`src/rtl/mse_accumulator.sv`:
```
// Squared-error accumulator behind the approximate FIR.
// Reports mean and peak squared error over N_SAMPLES samples after a warm-up discard.
module mse_accumulator #(
  parameter int N_SAMPLES = 256,
  parameter int LOG2_N    = 8,
  parameter int WARMUP    = 9,
  parameter int ACCW      = 48
) (
  input  logic              clk,
  input  logic              rstN,
  input  logic              start,
  input  logic              abort,
  input  logic              in_valid,
  input  logic [15:0]       y_approx,
  input  logic [15:0]       y_exact,
  output logic              busy,
  output logic              done,
  output logic [31:0]       mse,
  output logic [31:0]       max_sq_err,
  output logic [LOG2_N:0]   sample_cnt
);

  localparam int WCW = (WARMUP < 2) ? 1 : $clog2(WARMUP + 1);

  typedef enum logic [1:0] {
    S_IDLE,
    S_WARM,
    S_RUN,
    S_DRAIN
  } state_e;

  state_e            state_q, state_d;
  logic [WCW-1:0]    warm_cnt_q, warm_cnt_d;
  logic [LOG2_N:0]   sample_cnt_q, sample_cnt_d;
  logic [1:0]        drain_cnt_q, drain_cnt_d;
  logic              v1_q, v1_d;
  logic              v2_q, v2_d;
  logic [16:0]       diff_q, diff_d;
  logic [31:0]       sq_q, sq_d;
  logic [ACCW-1:0]   acc_q, acc_d;
  logic [31:0]       max_q, max_d;
  logic [31:0]       mse_q, mse_d;
  logic [31:0]       max_sq_q, max_sq_d;
  logic              done_q, done_d;

  logic              accept;
  logic [16:0]       mag;
  logic [ACCW:0]     acc_sum;

  always_comb begin
    state_d      = state_q;
    warm_cnt_d   = warm_cnt_q;
    sample_cnt_d = sample_cnt_q;
    drain_cnt_d  = drain_cnt_q;
    acc_d        = acc_q;
    max_d        = max_q;
    mse_d        = mse_q;
    max_sq_d     = max_sq_q;
    done_d       = 1'b0;
    accept       = (state_q == S_RUN) && in_valid;

    // 17-bit difference of sign-extended operands cannot wrap
    diff_d  = {y_approx[15], y_approx} - {y_exact[15], y_exact};
    mag     = diff_q[16] ? (~diff_q + 17'd1) : diff_q;
    sq_d    = {16'd0, mag[15:0]} * {16'd0, mag[15:0]};
    acc_sum = {1'b0, acc_q} + {{(ACCW - 31){1'b0}}, sq_q};

    if (v2_q) begin
      acc_d = acc_sum[ACCW] ? '1 : acc_sum[ACCW-1:0];
      if (sq_q > max_q) max_d = sq_q;
    end

    unique case (state_q)
      S_IDLE: begin
        if (start) begin
          acc_d        = '0;
          max_d        = '0;
          sample_cnt_d = '0;
          warm_cnt_d   = '0;
          state_d      = (WARMUP > 0) ? S_WARM : S_RUN;
        end
      end
      S_WARM: begin
        if (in_valid) begin
          warm_cnt_d = warm_cnt_q + 1'b1;
          if (warm_cnt_q == WCW'(WARMUP - 1)) state_d = S_RUN;
        end
      end
      S_RUN: begin
        if (accept) begin
          sample_cnt_d = sample_cnt_q + 1'b1;
          if (sample_cnt_q == (LOG2_N + 1)'(N_SAMPLES - 1)) begin
            state_d     = S_DRAIN;
            drain_cnt_d = '0;
          end
        end
      end
      S_DRAIN: begin
        if (drain_cnt_q == 2'd2) begin
          mse_d    = acc_q[LOG2_N+31:LOG2_N];
          max_sq_d = max_q;
          done_d   = 1'b1;
          state_d  = S_IDLE;
        end else begin
          drain_cnt_d = drain_cnt_q + 2'd1;
        end
      end
      default: state_d = S_IDLE;
    endcase

    v1_d = accept;
    v2_d = v1_q;

    if (abort) begin
      state_d      = S_IDLE;
      v1_d         = 1'b0;
      v2_d         = 1'b0;
      sample_cnt_d = '0;
      drain_cnt_d  = '0;
      mse_d        = mse_q;
      max_sq_d     = max_sq_q;
      done_d       = 1'b0;
    end
  end

  always_ff @(posedge clk or negedge rstN) begin
    if (!rstN) begin
      state_q      <= S_IDLE;
      warm_cnt_q   <= '0;
      sample_cnt_q <= '0;
      drain_cnt_q  <= '0;
      v1_q         <= 1'b0;
      v2_q         <= 1'b0;
      diff_q       <= '0;
      sq_q         <= '0;
      acc_q        <= '0;
      max_q        <= '0;
      mse_q        <= '0;
      max_sq_q     <= '0;
      done_q       <= 1'b0;
    end else begin
      state_q      <= state_d;
      warm_cnt_q   <= warm_cnt_d;
      sample_cnt_q <= sample_cnt_d;
      drain_cnt_q  <= drain_cnt_d;
      v1_q         <= v1_d;
      v2_q         <= v2_d;
      diff_q       <= diff_d;
      sq_q         <= sq_d;
      acc_q        <= acc_d;
      max_q        <= max_d;
      mse_q        <= mse_d;
      max_sq_q     <= max_sq_d;
      done_q       <= done_d;
    end
  end

  assign busy       = (state_q != S_IDLE);
  assign done       = done_q;
  assign mse        = mse_q;
  assign max_sq_err = max_sq_q;
  assign sample_cnt = sample_cnt_q;

endmodule

```
`config.mk`:
```
export PLATFORM = sky130hd
export DESIGN_NAME = mse_accumulator
export DESIGN_NICKNAME = d
export VERILOG_FILES = /design/src/rtl/mse_accumulator.sv
export SDC_FILE = /design/constraint.sdc
export NUM_CORES = 1
export LEC_CHECK = 0
export ABC_AREA = 0
export BUFFER_PORTS_ARGS = -buffer_cell sky130_fd_sc_hd__clkbuf_2
export CELL_PAD_IN_SITES_DETAIL_PLACEMENT = 1
export CELL_PAD_IN_SITES_GLOBAL_PLACEMENT = 2
export CORE_UTILIZATION = 36
export CTS_BUF_LIST = sky130_fd_sc_hd__clkbuf_16
export DETAILED_ROUTE_END_ITERATION = 12
export GPL_ROUTABILITY_DRIVEN = 0
export PLACE_DENSITY = 0.8
export SYNTH_ARGS = -nofsm -noshare
export SYNTH_HDL_FRONTEND = slang
export SYNTH_SLANG_ARGS = --single-unit
```
`constraint.sdc`:
```
create_clock -name clk -period 7.6 [get_ports clk]
set_clock_uncertainty 0.05 [all_clocks]
set_input_delay 0.38 -clock clk [delete_from_list [all_inputs] [get_ports clk]]
set_output_delay 0.38 -clock clk [all_outputs]
set_load 0.02 [all_outputs]
```
== After elaboration in Yosys (flattened, before gate mapping) ==
Index checks and enable logic that the tools add are counted.

* Add/subtract/negate cells: 6
* $mul: 1
* Order comparisons: 1
* Eq/ne operators: 15
* Muxes and demuxes: 34
* Bitwise logic cells: 2
* Reductions and logical operators: 11

{| class="wikitable"
|+ Operators with widths
! kind !! count
|-
| $mux W48 || 4
|-
| $mux W32 || 4
|-
| $add A48 B32 Y49 || 1
|-
| $gt A32 B32 Y1 || 1
|-
| $mul A16 B16 Y32 || 1
|-
| $mux W9 || 3
|-
| $mux W2 || 11
|-
| $ne A3 B3 Y1 const B || 6
|-
| $pmux W9 S2 || 1
|-
| $sub A16 B16 Y17 || 1
|-
| $add A16 B1 Y16 const B || 1
|-
| $mux W16 || 1
|-
| $not A16 Y16 || 1
|-
| $add A9 B1 Y9 const B || 1
|-
| $eq A9 B8 Y1 const B || 1
|-
| $reduce_and A3 Y1 || 3
|-
| $mux W4 || 2
|-
| $pmux W2 S4 || 1
|-
| $pmux W4 S2 || 1
|-
| $eq A2 B2 Y1 const B || 3
|-
| $reduce_and A6 Y1 || 1
|-
| $reduce_bool A3 Y1 || 2
|-
| $mux W1 || 5
|-
| $add A4 B1 Y4 const B || 1
|-
| 11 further kinds || 13
|}

* Flip-flop bits (word level): 213
* Input port bits: 37
* Output and inout bits: 75
* Word-level logic and storage cells: 83

== Longest topological paths before layout ==
* Word-level depth: 5
* Gate-level depth with buffers: 30
* Gate-level depth less buffers: 29

== Worst setup path after synthesis ==
No wires, ideal clock.

* Kind: reg2reg
* Start point: register diff_q[0]
* End point: register sq_q[29]
* Library setup time: 0.080 ns
* Data arrival time: 7.585 ns
* Required time: 7.470 ns
* Path slack: -0.115 ns
* Stages on the path, launching flop included: 29
* Buffers on the path: 2
* Clock period less this slack: 7.715 ns
* Path through: dfrtp_1 clkinv_1 clkbuf_1 ha_1 nand4_1 o31a_1 xnor2_1 clkinv_1 nand2_1 fa_1 inv_1 fa_1 fa_1 fa_1 fa_1 inv_1 fa_1 inv_1 ha_1 clkbuf_1 a21o_1 a21o_1 a21o_1 a21oi_1 nor2_1 a211oi_1 nor2_1 a221oi_1 xnor2_1

* Word-level cells in the longest chain between the ends: 4

{| class="wikitable"
|+ RTL lines
! item !! line !! RTL
|-
| start, declared || 38 || <nowiki>logic [16:0] diff_q, diff_d;</nowiki>
|-
| start signal, assigned || 148 || <nowiki>diff_q <= diff_d;</nowiki>
|-
| $not A16 Y16 || 64 || <nowiki>mag = diff_q[16] ? (~diff_q + 17'd1) : diff_q;</nowiki>
|-
| $add A16 B1 Y16 || 64 ||
|-
| $mux W16 (*) || 64 ||
|-
| $mul A16 B16 Y32 (*) || 65 || <nowiki>sq_d = {16'd0, mag[15:0]} * {16'd0, mag[15:0]};</nowiki>
|-
| via sq_d[29] || 39 || <nowiki>logic [31:0] sq_q, sq_d;</nowiki>
|-
| end signal, assigned || 149 || <nowiki>sq_q <= sq_d;</nowiki>
|-
| end, declared || 39 ||
|}

The timed path passes the listed nets; every way through them passes the cells marked *.
A chain may end at the register's enable or synchronous reset.

== Final worst setup path ==
* Start point: register diff_q[3]
* End point: register sq_q[25]

Same word-level chain as after synthesis.

==> impl_metrics.json <==
{
  "status": "finished clean",
  "final_util_pct": 42.1,
  "worst_ep_arrival_time_ps": 7630,
  "maxCapViolations": 0,
  "synth_warnings": 0,
  "drt-total-wl_um": 48700,
  "fin_crit_sh_pct": 95.4,
  "async_reset_ff_share_pct": 100,
  "wl_per_cell_um": 16.8,
  "die_h_um": 229,
  "antenna_found_initial": 0,
  "ys.flop_type": "dfrtp_1",
  "final.fill_count": 5874,
  "synth_fp_nets": 2446,
  "crit_path_top_delay_cell": "or4_4",
  "slowest_delay_ps": 580,
  "yosys.area.top_type": "dfrtp_1",
  "multi_input_area_sq_mm": 0.0120,
  "rows": 82,
  "tns_ps": 0,
  "fin_crit_ps": 7250,
  "critPathBufInv": 8,
  "hpwl_um": 38900,
  "path_clk_slew_ps": 60,
  "cts_tree": "built",
  "route.detailed.drc": 0,
  "die_w_um": 229,
  "seqCellArea_sq_mm": 0.00531,
  "synth_edf_count": 0,
  "cts_root_buffer": "clkbuf_16",
  "synth_common_cells": "inv_1, nand2_1, dfrtp_1",
  "clock_path_buffers": 3,
  "cts.sinks": 212,
  "slew-limit-headroom_pct": 29.0,
  "slew_viol_final": 0,
  "timing.hold.worst.class": "in2reg",
  "overflow": 0,
  "yosysMostFrequentCell": "inv_1",
  "vias": 14630,
  "crit_required_ps": 7980,
  "floorplan.io_pins": 112,
  "start_kind": "flip-flop",
  "cp_max_fo": 6,
  "area_growth_pct": 14.4,
  "dieArea_sq_mm": 0.0526,
  "fin_nets": 2589,
  "start_util_pct": 36.8,
  "netlist-cell-type-count": 69,
  "cts_buffers": 26,
  "dpl_cell_area_sq_mm": 0.0203,
  "synth.ff_latch_count": 212,
  "synth_area_leaders": "dfrtp_1, fa_1, ha_1, inv_1, nand2_1",
  "grt_pass1_wl_um": 82500,
  "grt_pass1_vias": 16355,
  "end_kind": "flip-flop",
  "insertedDiodeCount": 0,
  "post_drt_via_cell_ratio": 5.06,
  "setup-violations-final": 0,
  "crit_family": "adder cells",
  "grt_max_degree": 95,
  "yosysSeqAreaShare_pct": 28.5,
  "clk-insertion-delay-late_ps": 550,
  "dp.cells": 2840,
  "fp.coreArea_sq_mm": 0.0506,
  "layout.cells.non_filler": 2891,
  "synth_area_per_cell_sq_um": 9.05,
  "crit_type": "reg2reg",
  "fin_area_sq_mm": 0.0213,
  "tightest_slew_ps": 1060,
  "portBuffers": 111,
  "grt_usage_pct": 19.0,
  "first_iter_violations": 491,
  "syn_area_sq_mm": 0.0186,
  "finalHoldViolCount": 0,
  "synth_top_area_share_pct": 28.5,
  "max_freq_ghz": 0.138,
  "drive_gt1_share_pct": 11.3,
  "synth_cells": 2057,
  "htreeDepth": 1,
  "first_pass_iters": 5,
  "antenna_left": 0
}
## layout make-up
cell class / instances / share of cell area, %
Clock buffer: 26 / 3.05
Multi-Input combinational cell: 1454 / 56.3
Inverter: 331 / 5.91
Timing Repair Buffer: 175 / 4.92
Tap cell: 672 / 3.95
Clock inverter: 21 / 0.981
Sequential cell: 212 / 24.9
## cell families (layout without fill, tap and decap cells)
logic type      Yosys count  in the layout  synth area share [%]
fa+ha+maj               352            352                  30.3
compound gates          399            399                  13.5
xor+xnor                 86             86                  4.08
flops                   212            212                  28.5
buf+inv                 391            553                  7.94
mux                      33             33                  1.77
simple gates            584            584                  13.9
## worst reg2reg max path: cells and delay by family (launching register included)
kind	cells	cell delay, ps
xor gates and xnor gates	2	380
buffers and inverters	8	640
adders and majority gates	7	3480
and+or+nand+nor	4	1130
AOI/OAI and AO/OA	5	1060
DFF	1	400
## sequential cells by signal, indices dropped and copies added, names as in the netlist
signal       flops
drain_cnt_q      2
state_q          2
diff_q          17
v2_q             1
done             1
max_sq_err      32
mse             32
sample_cnt       9
max_q           32
v1_q             1
sq_q            31
acc_q           48
warm_cnt_q       4
## final timing paths
check / endpoint / slack (ps) / from / cells past startpoint
worst max-delay path: sq_q[25] / 350 / diff_q[3] / 26
max in group asynchronous: diff_q[14] / 5700 / rstN / 3
min in group asynchronous: sample_cnt[7] / 360 / rstN / 2
worst min-delay path: diff_q[0] / 50 / y_exact[0] / 3
worst min register to register: v2_q / 420 / v1_q / 1
worst max register to register: sq_q[25] / 350 / diff_q[3] / 26
## metal layers
| metal | global-route usage [%] | vias to the layer above | share of wire, % |
|---|---|---|---|
| li1 | - | 7019 | - |
| met1 | 24.0 | 7324 | 45 |
| met2 | 34.2 | 216 | 50 |
| met3 | 2.30 | 71 | 3.0 |
| met4 | 4.83 | 0 | 2.6 |
| met5 | 0 | - | 0 |
## cell usage in the layout (no fill, tap or decap), types with 7 or more instances in the layout
master     count
nand2b_1      16
clkbuf_16     26
nand3_1       28
o21a_1        14
dfrtp_1      212
inv_1        327
a31oi_1       13
nand2_1      261
and3_1        23
fa_1         166
ha_1         186
clkinv_1       7
o21bai_1      11
a21o_1        56
buf_4         63
a21oi_1      104
nand4_1       19
mux2i_1       33
a211oi_1      11
xor2_1        27
nor2_1       150
o21ai_0      122
xnor2_1       52
nor4_1         7
clkinv_2       7
nor2b_1       13
nor3_1        29
clkbuf_2     110
## metrics by stage
stage                     setup slack [ps]  hold slack [ps]
after floorplan                       27.4             34.4
after detailed placement             -31.8              405
after global routing                 -24.3             40.6
after global placement                 167              399
final                                  350             45.2
after CTS                             25.3             15.7
## timing repair
action | CTS | global route
setup buffers | 0 | 3
setup endpoints to repair | 7 | 11
hold endpoints to repair | 89 | 0
pin swaps | 0 | 4
hold buffers | 1 | 0
resized for setup | 2 | 25
Power is not shown: default switching activity piles up to over one toggle a cycle in this logic, so the estimate is an artifact.
